File: config.mk
export PLATFORM = sky130hd
export DESIGN_NAME = seg7_hex_sequencer
export DESIGN_NICKNAME = d
export VERILOG_FILES = /design/src/rtl/seg7_hex_sequencer.sv
export SDC_FILE = /design/constraint.sdc
export NUM_CORES = 1
export LEC_CHECK = 0
export ABC_AREA = 1
export BUFFER_PORTS_ARGS = -buffer_cell sky130_fd_sc_hd__buf_2
export CORE_ASPECT_RATIO = 1.5
export CORE_MARGIN = 4
export CORE_UTILIZATION = 55
export CTS_BUF_LIST = sky130_fd_sc_hd__clkbuf_4 sky130_fd_sc_hd__clkbuf_8 sky130_fd_sc_hd__clkbuf_16
export DETAILED_ROUTE_END_ITERATION = 16
export HOLD_SLACK_MARGIN = 0.12
export PLACE_DENSITY = 0.86
export SYNTH_ARGS = -nofsm -noshare
export SYNTH_HDL_FRONTEND = slang
export SYNTH_SLANG_ARGS = --single-unit
export TNS_END_PERCENT = 30
File: constraint.sdc
create_clock -name s_clk -period 3.6 [get_ports s_clk]
set_clock_uncertainty 0.05 [all_clocks]
set_input_delay 0.9 -clock s_clk [delete_from_list [all_inputs] [get_ports s_clk]]
set_output_delay 0.9 -clock s_clk [all_outputs]
set_load 0.01 [all_outputs]
File: src/rtl/seg7_hex_sequencer.sv
// rtl/seg7_hex_sequencer.sv - hex value to 7-segment register-file write sequencer
// Converts a packed hex value into per-digit segment writes, skipping digits whose shadow already matches.
module seg7_hex_sequencer #(
  parameter int SEG7_NUM   = 8,
  parameter int ADDR_WIDTH = 3
) (
  input  logic                    s_clk,
  input  logic                    s_reset_n,
  input  logic                    req_valid,
  output logic                    req_ready,
  input  logic [4*SEG7_NUM-1:0]   req_value,
  input  logic [SEG7_NUM-1:0]     req_dp,
  input  logic                    req_blank_lz,
  input  logic                    req_force,
  output logic [ADDR_WIDTH-1:0]   m_address,
  output logic                    m_write,
  output logic [7:0]              m_writedata,
  output logic                    done
);

  typedef enum logic [1:0] {S_IDLE, S_SCAN, S_DONE} state_t;

  localparam logic [ADDR_WIDTH-1:0] LAST_IDX = ADDR_WIDTH'(SEG7_NUM - 1);

  state_t                  r_state;
  logic [ADDR_WIDTH-1:0]   r_idx;
  logic [4*SEG7_NUM-1:0]   r_value;
  logic [SEG7_NUM-1:0]     r_dp;
  logic                    r_blank_lz;
  logic                    r_force;
  logic [7:0]              r_shadow [SEG7_NUM];
  logic [SEG7_NUM-1:0]     r_sh_valid;

  function automatic logic [6:0] f_seg(input logic [3:0] nib);
    case (nib)
      4'h0: f_seg = 7'h3F;
      4'h1: f_seg = 7'h06;
      4'h2: f_seg = 7'h5B;
      4'h3: f_seg = 7'h4F;
      4'h4: f_seg = 7'h66;
      4'h5: f_seg = 7'h6D;
      4'h6: f_seg = 7'h7D;
      4'h7: f_seg = 7'h07;
      4'h8: f_seg = 7'h7F;
      4'h9: f_seg = 7'h6F;
      4'hA: f_seg = 7'h77;
      4'hB: f_seg = 7'h7C;
      4'hC: f_seg = 7'h39;
      4'hD: f_seg = 7'h5E;
      4'hE: f_seg = 7'h79;
      default: f_seg = 7'h71;
    endcase
  endfunction

  // Digit 0 is encoded straight from the request inputs on the accept edge so
  // that its write lands in the first cycle after acceptance.
  logic                    w_is_idle;
  logic                    w_accept;
  logic                    w_emit;
  logic [ADDR_WIDTH-1:0]   w_dig;
  logic [4*SEG7_NUM-1:0]   w_val;
  logic [4*SEG7_NUM-1:0]   w_upper;
  logic [SEG7_NUM-1:0]     w_dp;
  logic                    w_blz;
  logic                    w_force;
  logic [3:0]              w_nib;
  logic                    w_blank;
  logic [7:0]              w_code;
  logic                    w_need;

  assign w_is_idle = (r_state == S_IDLE);
  assign w_accept  = w_is_idle && req_valid && req_ready;
  assign w_emit    = w_accept || ((r_state == S_SCAN) && (r_idx != LAST_IDX));
  assign w_dig     = w_is_idle ? '0 : ADDR_WIDTH'(r_idx + 1'b1);
  assign w_val     = w_is_idle ? req_value    : r_value;
  assign w_dp      = w_is_idle ? req_dp       : r_dp;
  assign w_blz     = w_is_idle ? req_blank_lz : r_blank_lz;
  assign w_force   = w_is_idle ? req_force    : r_force;
  assign w_nib     = w_val[{w_dig, 2'b00} +: 4];
  assign w_upper   = w_val >> {w_dig, 2'b00};
  assign w_blank   = w_blz && (w_dig != '0) && (w_upper == '0);
  assign w_code    = {w_dp[w_dig], (w_blank ? 7'h00 : f_seg(w_nib))};
  assign w_need    = w_force || !r_sh_valid[w_dig] || (w_code != r_shadow[w_dig]);

  always_ff @(posedge s_clk or negedge s_reset_n) begin
    if (!s_reset_n) begin
      r_state     <= S_IDLE;
      r_idx       <= '0;
      r_value     <= '0;
      r_dp        <= '0;
      r_blank_lz  <= 1'b0;
      r_force     <= 1'b0;
      r_sh_valid  <= '0;
      req_ready   <= 1'b1;
      m_write     <= 1'b0;
      m_address   <= '0;
      m_writedata <= 8'h00;
      done        <= 1'b0;
      for (int i = 0; i < SEG7_NUM; i++) r_shadow[i] <= 8'h00;
    end else begin
      m_write <= 1'b0;
      done    <= 1'b0;
      case (r_state)
        S_IDLE: begin
          if (w_accept) begin
            r_value    <= req_value;
            r_dp       <= req_dp;
            r_blank_lz <= req_blank_lz;
            r_force    <= req_force;
            r_idx      <= '0;
            req_ready  <= 1'b0;
            r_state    <= S_SCAN;
          end
        end
        S_SCAN: begin
          if (r_idx == LAST_IDX) begin
            done    <= 1'b1;
            r_state <= S_DONE;
          end else begin
            r_idx <= w_dig;
          end
        end
        default: begin
          req_ready <= 1'b1;
          r_state   <= S_IDLE;
        end
      endcase
      if (w_emit && w_need) begin
        m_write             <= 1'b1;
        m_address           <= w_dig;
        m_writedata         <= w_code;
        r_shadow[w_dig]     <= w_code;
        r_sh_valid[w_dig]   <= 1'b1;
      end
    end
  end

endmodule

==> impl_metrics.toml <==
[sta]
slew_violations = 0
finalSetupViolCount = 84
hold_violations = 0
setup_ws_ns = -0.699
slew_headroom = 0.166
rsz0062_at_grt = "true"
max_freq_mhz = 233
worst_slew_pin_slew_ns = 1.24
finalCritPeriodShare = 1.19
fin_crit_ns = 4.30
finalSetupTns_ns = -48.17

[die]
ios = 59
die_area_mm2 = 0.0153
rows = 51
core_area_mm2 = 0.0131
start_util = 0.563
die_h_um = 150
die_w_um = 102

[setup_path]
crit_fanout = 6
crit_arrival_ns = 4.56
timing.rr.end = "r_shadow[30]"
path_class = "register to register"
r2r-start = "r_idx[0]"
required_ns = 3.86
crit_path_start_kind = "register"
r2r_slack_ns = -0.70
ff2ff_path_depth = 21
crit_path_end_kind = "register"

[cells_and_area]
syn2layout_area_growth_pct = 30.2
layout.nets = 1154
fin_area_mm2 = 0.00958
layout.cells.non_filler = 1274
drive_gt1_frac = 0.267

[global_route]
antenna_found_initial = 2
grt_start_max_net_pins = 72
grt_usage = 0.319
grt_pass1_vias = 7412
grt_overflow = 0
grt_first_pass_wirelength_mm = 37.6

[synth]
synth_top_family_by_area = "simple AND/OR/NAND/NOR gates"
postSynth.asyncResetShare = 1.00
synth_edf_count = 0
avgSynthCellArea_um2 = 7.52
synth-adder-area-share = 0.0136
synth_warnings = 0
synth_top_area_share = 0.449
synth-simple-area-share = 0.362
synth_mux_area_frac = 0.0229
synth_seq_area_share = 0.452
yosysTopAreaCell = "dfrtp_1"
syn_nets = 1032
synth_top_flop_cell = "dfrtp_1"
synth_xor_area_frac = 0
synth_compound_area_frac = 0.0678
synth_area_mm2 = 0.00736
synth.area.top_cells = "dfrtp_1, nand2_1, nand4_1, inv_1, nor2_1"
synthDistinctLibCells = 38
synthCells = 979
ys_ff_latch = 133

[clock_tree]
cts.sinks = 133
clk_pin_slew_ns = 0.06
cts_max_level = 4
clk_latency_ns = 0.43
cts_tree = "built"
numCtsBuffers = 17
cts_root_buf = "clkbuf_16"
clockBufferDepth = 2

[power]
p_leak_nw = 5.00
max-vdd-ir-drop_mv = 0.490
p_per_area_mw_per_mm2 = 1050

[place]
dp_hpwl_mm = 15.0
place_ws_ns = -0.177
placedCellCount = 1208
gp_congestion = 1.01
place_area_mm2 = 0.00812
port-buffer-count = 58

[drt]
wl_per_cell_um = 23.7
viasPerCell = 6.73
drt-pass1-iter-count = 11
routed_wl_mm = 30.1
vias = 8575
drtIter0Drc = 1596
detail-route-antenna-nets = 0
drc = 0

[run_status]
status = "finished, violations left"
failed_checks = "negative setup slack"

[min_path]
hp-class = "input pin to asynchronous set/reset pin"

[run]
max_cap_violations = 0
-- worst max path at each step --
stage               cells after the start          start           end  slack, ns
finish                                 21       r_idx[0]  r_shadow[30]      -0.70
global route                           21       r_idx[0]  r_shadow[30]      -0.76
CTS                                    28       r_idx[0]  r_shadow[21]       0.02
detailed placement                     29   req_value[9]  r_shadow[14]      -0.18
global placement                       29  req_value[24]   r_shadow[3]      -0.09
floorplan                              27       r_idx[0]  m_address[1]       0.06
-- logic make-up after synthesis --
kind of cell    count (synthesis)
compound gates                 91
fa+ha+maj                       8
buf+inv                       141
flops                         133
mux                            15
simple gates                  591
-- routing by layer --
layer	vias to the layer above	wire, um	track usage
met1	3875	9170	0.356
met2	873	13900	0.531
met5	-	20	0
met4	2	3370	0.209
met3	351	3730	0.0784
li1	3474	-	-
-- cell type report --
type	count	area, um2
clock buffers	18	439
multi-input cells	716	3920
clock inverters	14	126
inverters	101	384
well taps	159	199
flip-flops and latches	133	3330
diodes	1	2.50
fillers	754	3500
repair buffers	132	1190
-- what timing repair did --
item | 4_1_cts | 5_1_grt
hold endpoints to repair | 0 | 0
setup endpoints to repair | 73 | 84
gates resized for setup | 11 | 94
buffers inserted | 0 | 18
hold buffers | 0 | 0
pin swaps | 1 | 32
cloned | 3 | 19
-- stage by stage --
stage	hold WS [ns]	utilization	power [mW]
CTS	0.402	0.674	8.53
finish	0.403	0.733	10.1
global route	0.420	0.732	10.5
floorplan	0.373	-	5.13
global placement	0.386	0.621	6.54
detailed placement	0.388	0.621	6.65
-- layout by cell type (no fill, tap or decap), types with 4 or more instances in the layout --
master and count:
nand2_1 307, buf_2 57, a21oi_1 8, nand2_2 44, or2_2 4, inv_2 11
ha_1 5, nand3_1 51, buf_12 10, o21ai_1 14, o22ai_1 19, dfrtp_1 130
nand2_8 5, buf_4 50, clkinv_1 4, buf_6 4, nor2_2 6, nand3_2 7
nand2_4 6, nor2_1 73, o21ai_0 40, clkinvlp_4 5, inv_1 84, nand4_1 70
mux2_2 15, nand3_4 15, clkbuf_16 26, nor2_4 7
-- cell usage after synthesis (2+ instances only) --
library cell  number
a21oi_1            8
a31oi_1            2
buf_1              3
buf_2             15
buf_4              3
buf_6              5
clkbuf_1          14
clkinv_1           4
dfrtp_1          132
ha_1               8
inv_1             88
inv_2              9
mux2_2            15
nand2_1          352
nand2_2            4
nand2_4            3
nand3_1           55
nand3_2            4
nand3_4            6
nand3b_1           2
nand4_1           70
nor2_1            77
nor2_2             7
nor2_4             2
nor3_1             2
o21ai_0           41
o21ai_1           16
o22ai_1           19
or2_2              4
-- worst max-delay path: stages (launching register included) --
cell and delay [ns]:
dfrtp_2 0.45, ha_4 0.20, ha_4 0.32, buf_6 0.13
nor2_4 0.07, buf_4 0.16, nand2_1 0.15, nor2_1 0.10
nor4_1 1.03, nand2_1 0.25, inv_1 0.16, nand2_1 0.07
nand2_1 0.08, inv_1 0.06, nand2_2 0.08, nor2_4 0.06
buf_6 0.12, nand2_8 0.10, buf_12 0.17, nand3_4 0.14
nand2_2 0.14, nand2_1 0.07
-- power by group --
part           switching [mW]  internal, mW
registers               0.534          2.15
logic                    3.73          1.96
clock network           0.735         0.971
total                    5.00          5.08
-- registers in the layout (all words and copies together) (netlist names) --
signal,count
r_shadow,64
r_value,32
m_writedata,8
r_dp,8
r_sh_valid,8
m_address,3
r_idx,3
r_state,2
done,1
m_write,1
r_blank_lz,1
r_force,1
req_ready,1
Power figures use the tool's default switching activity.
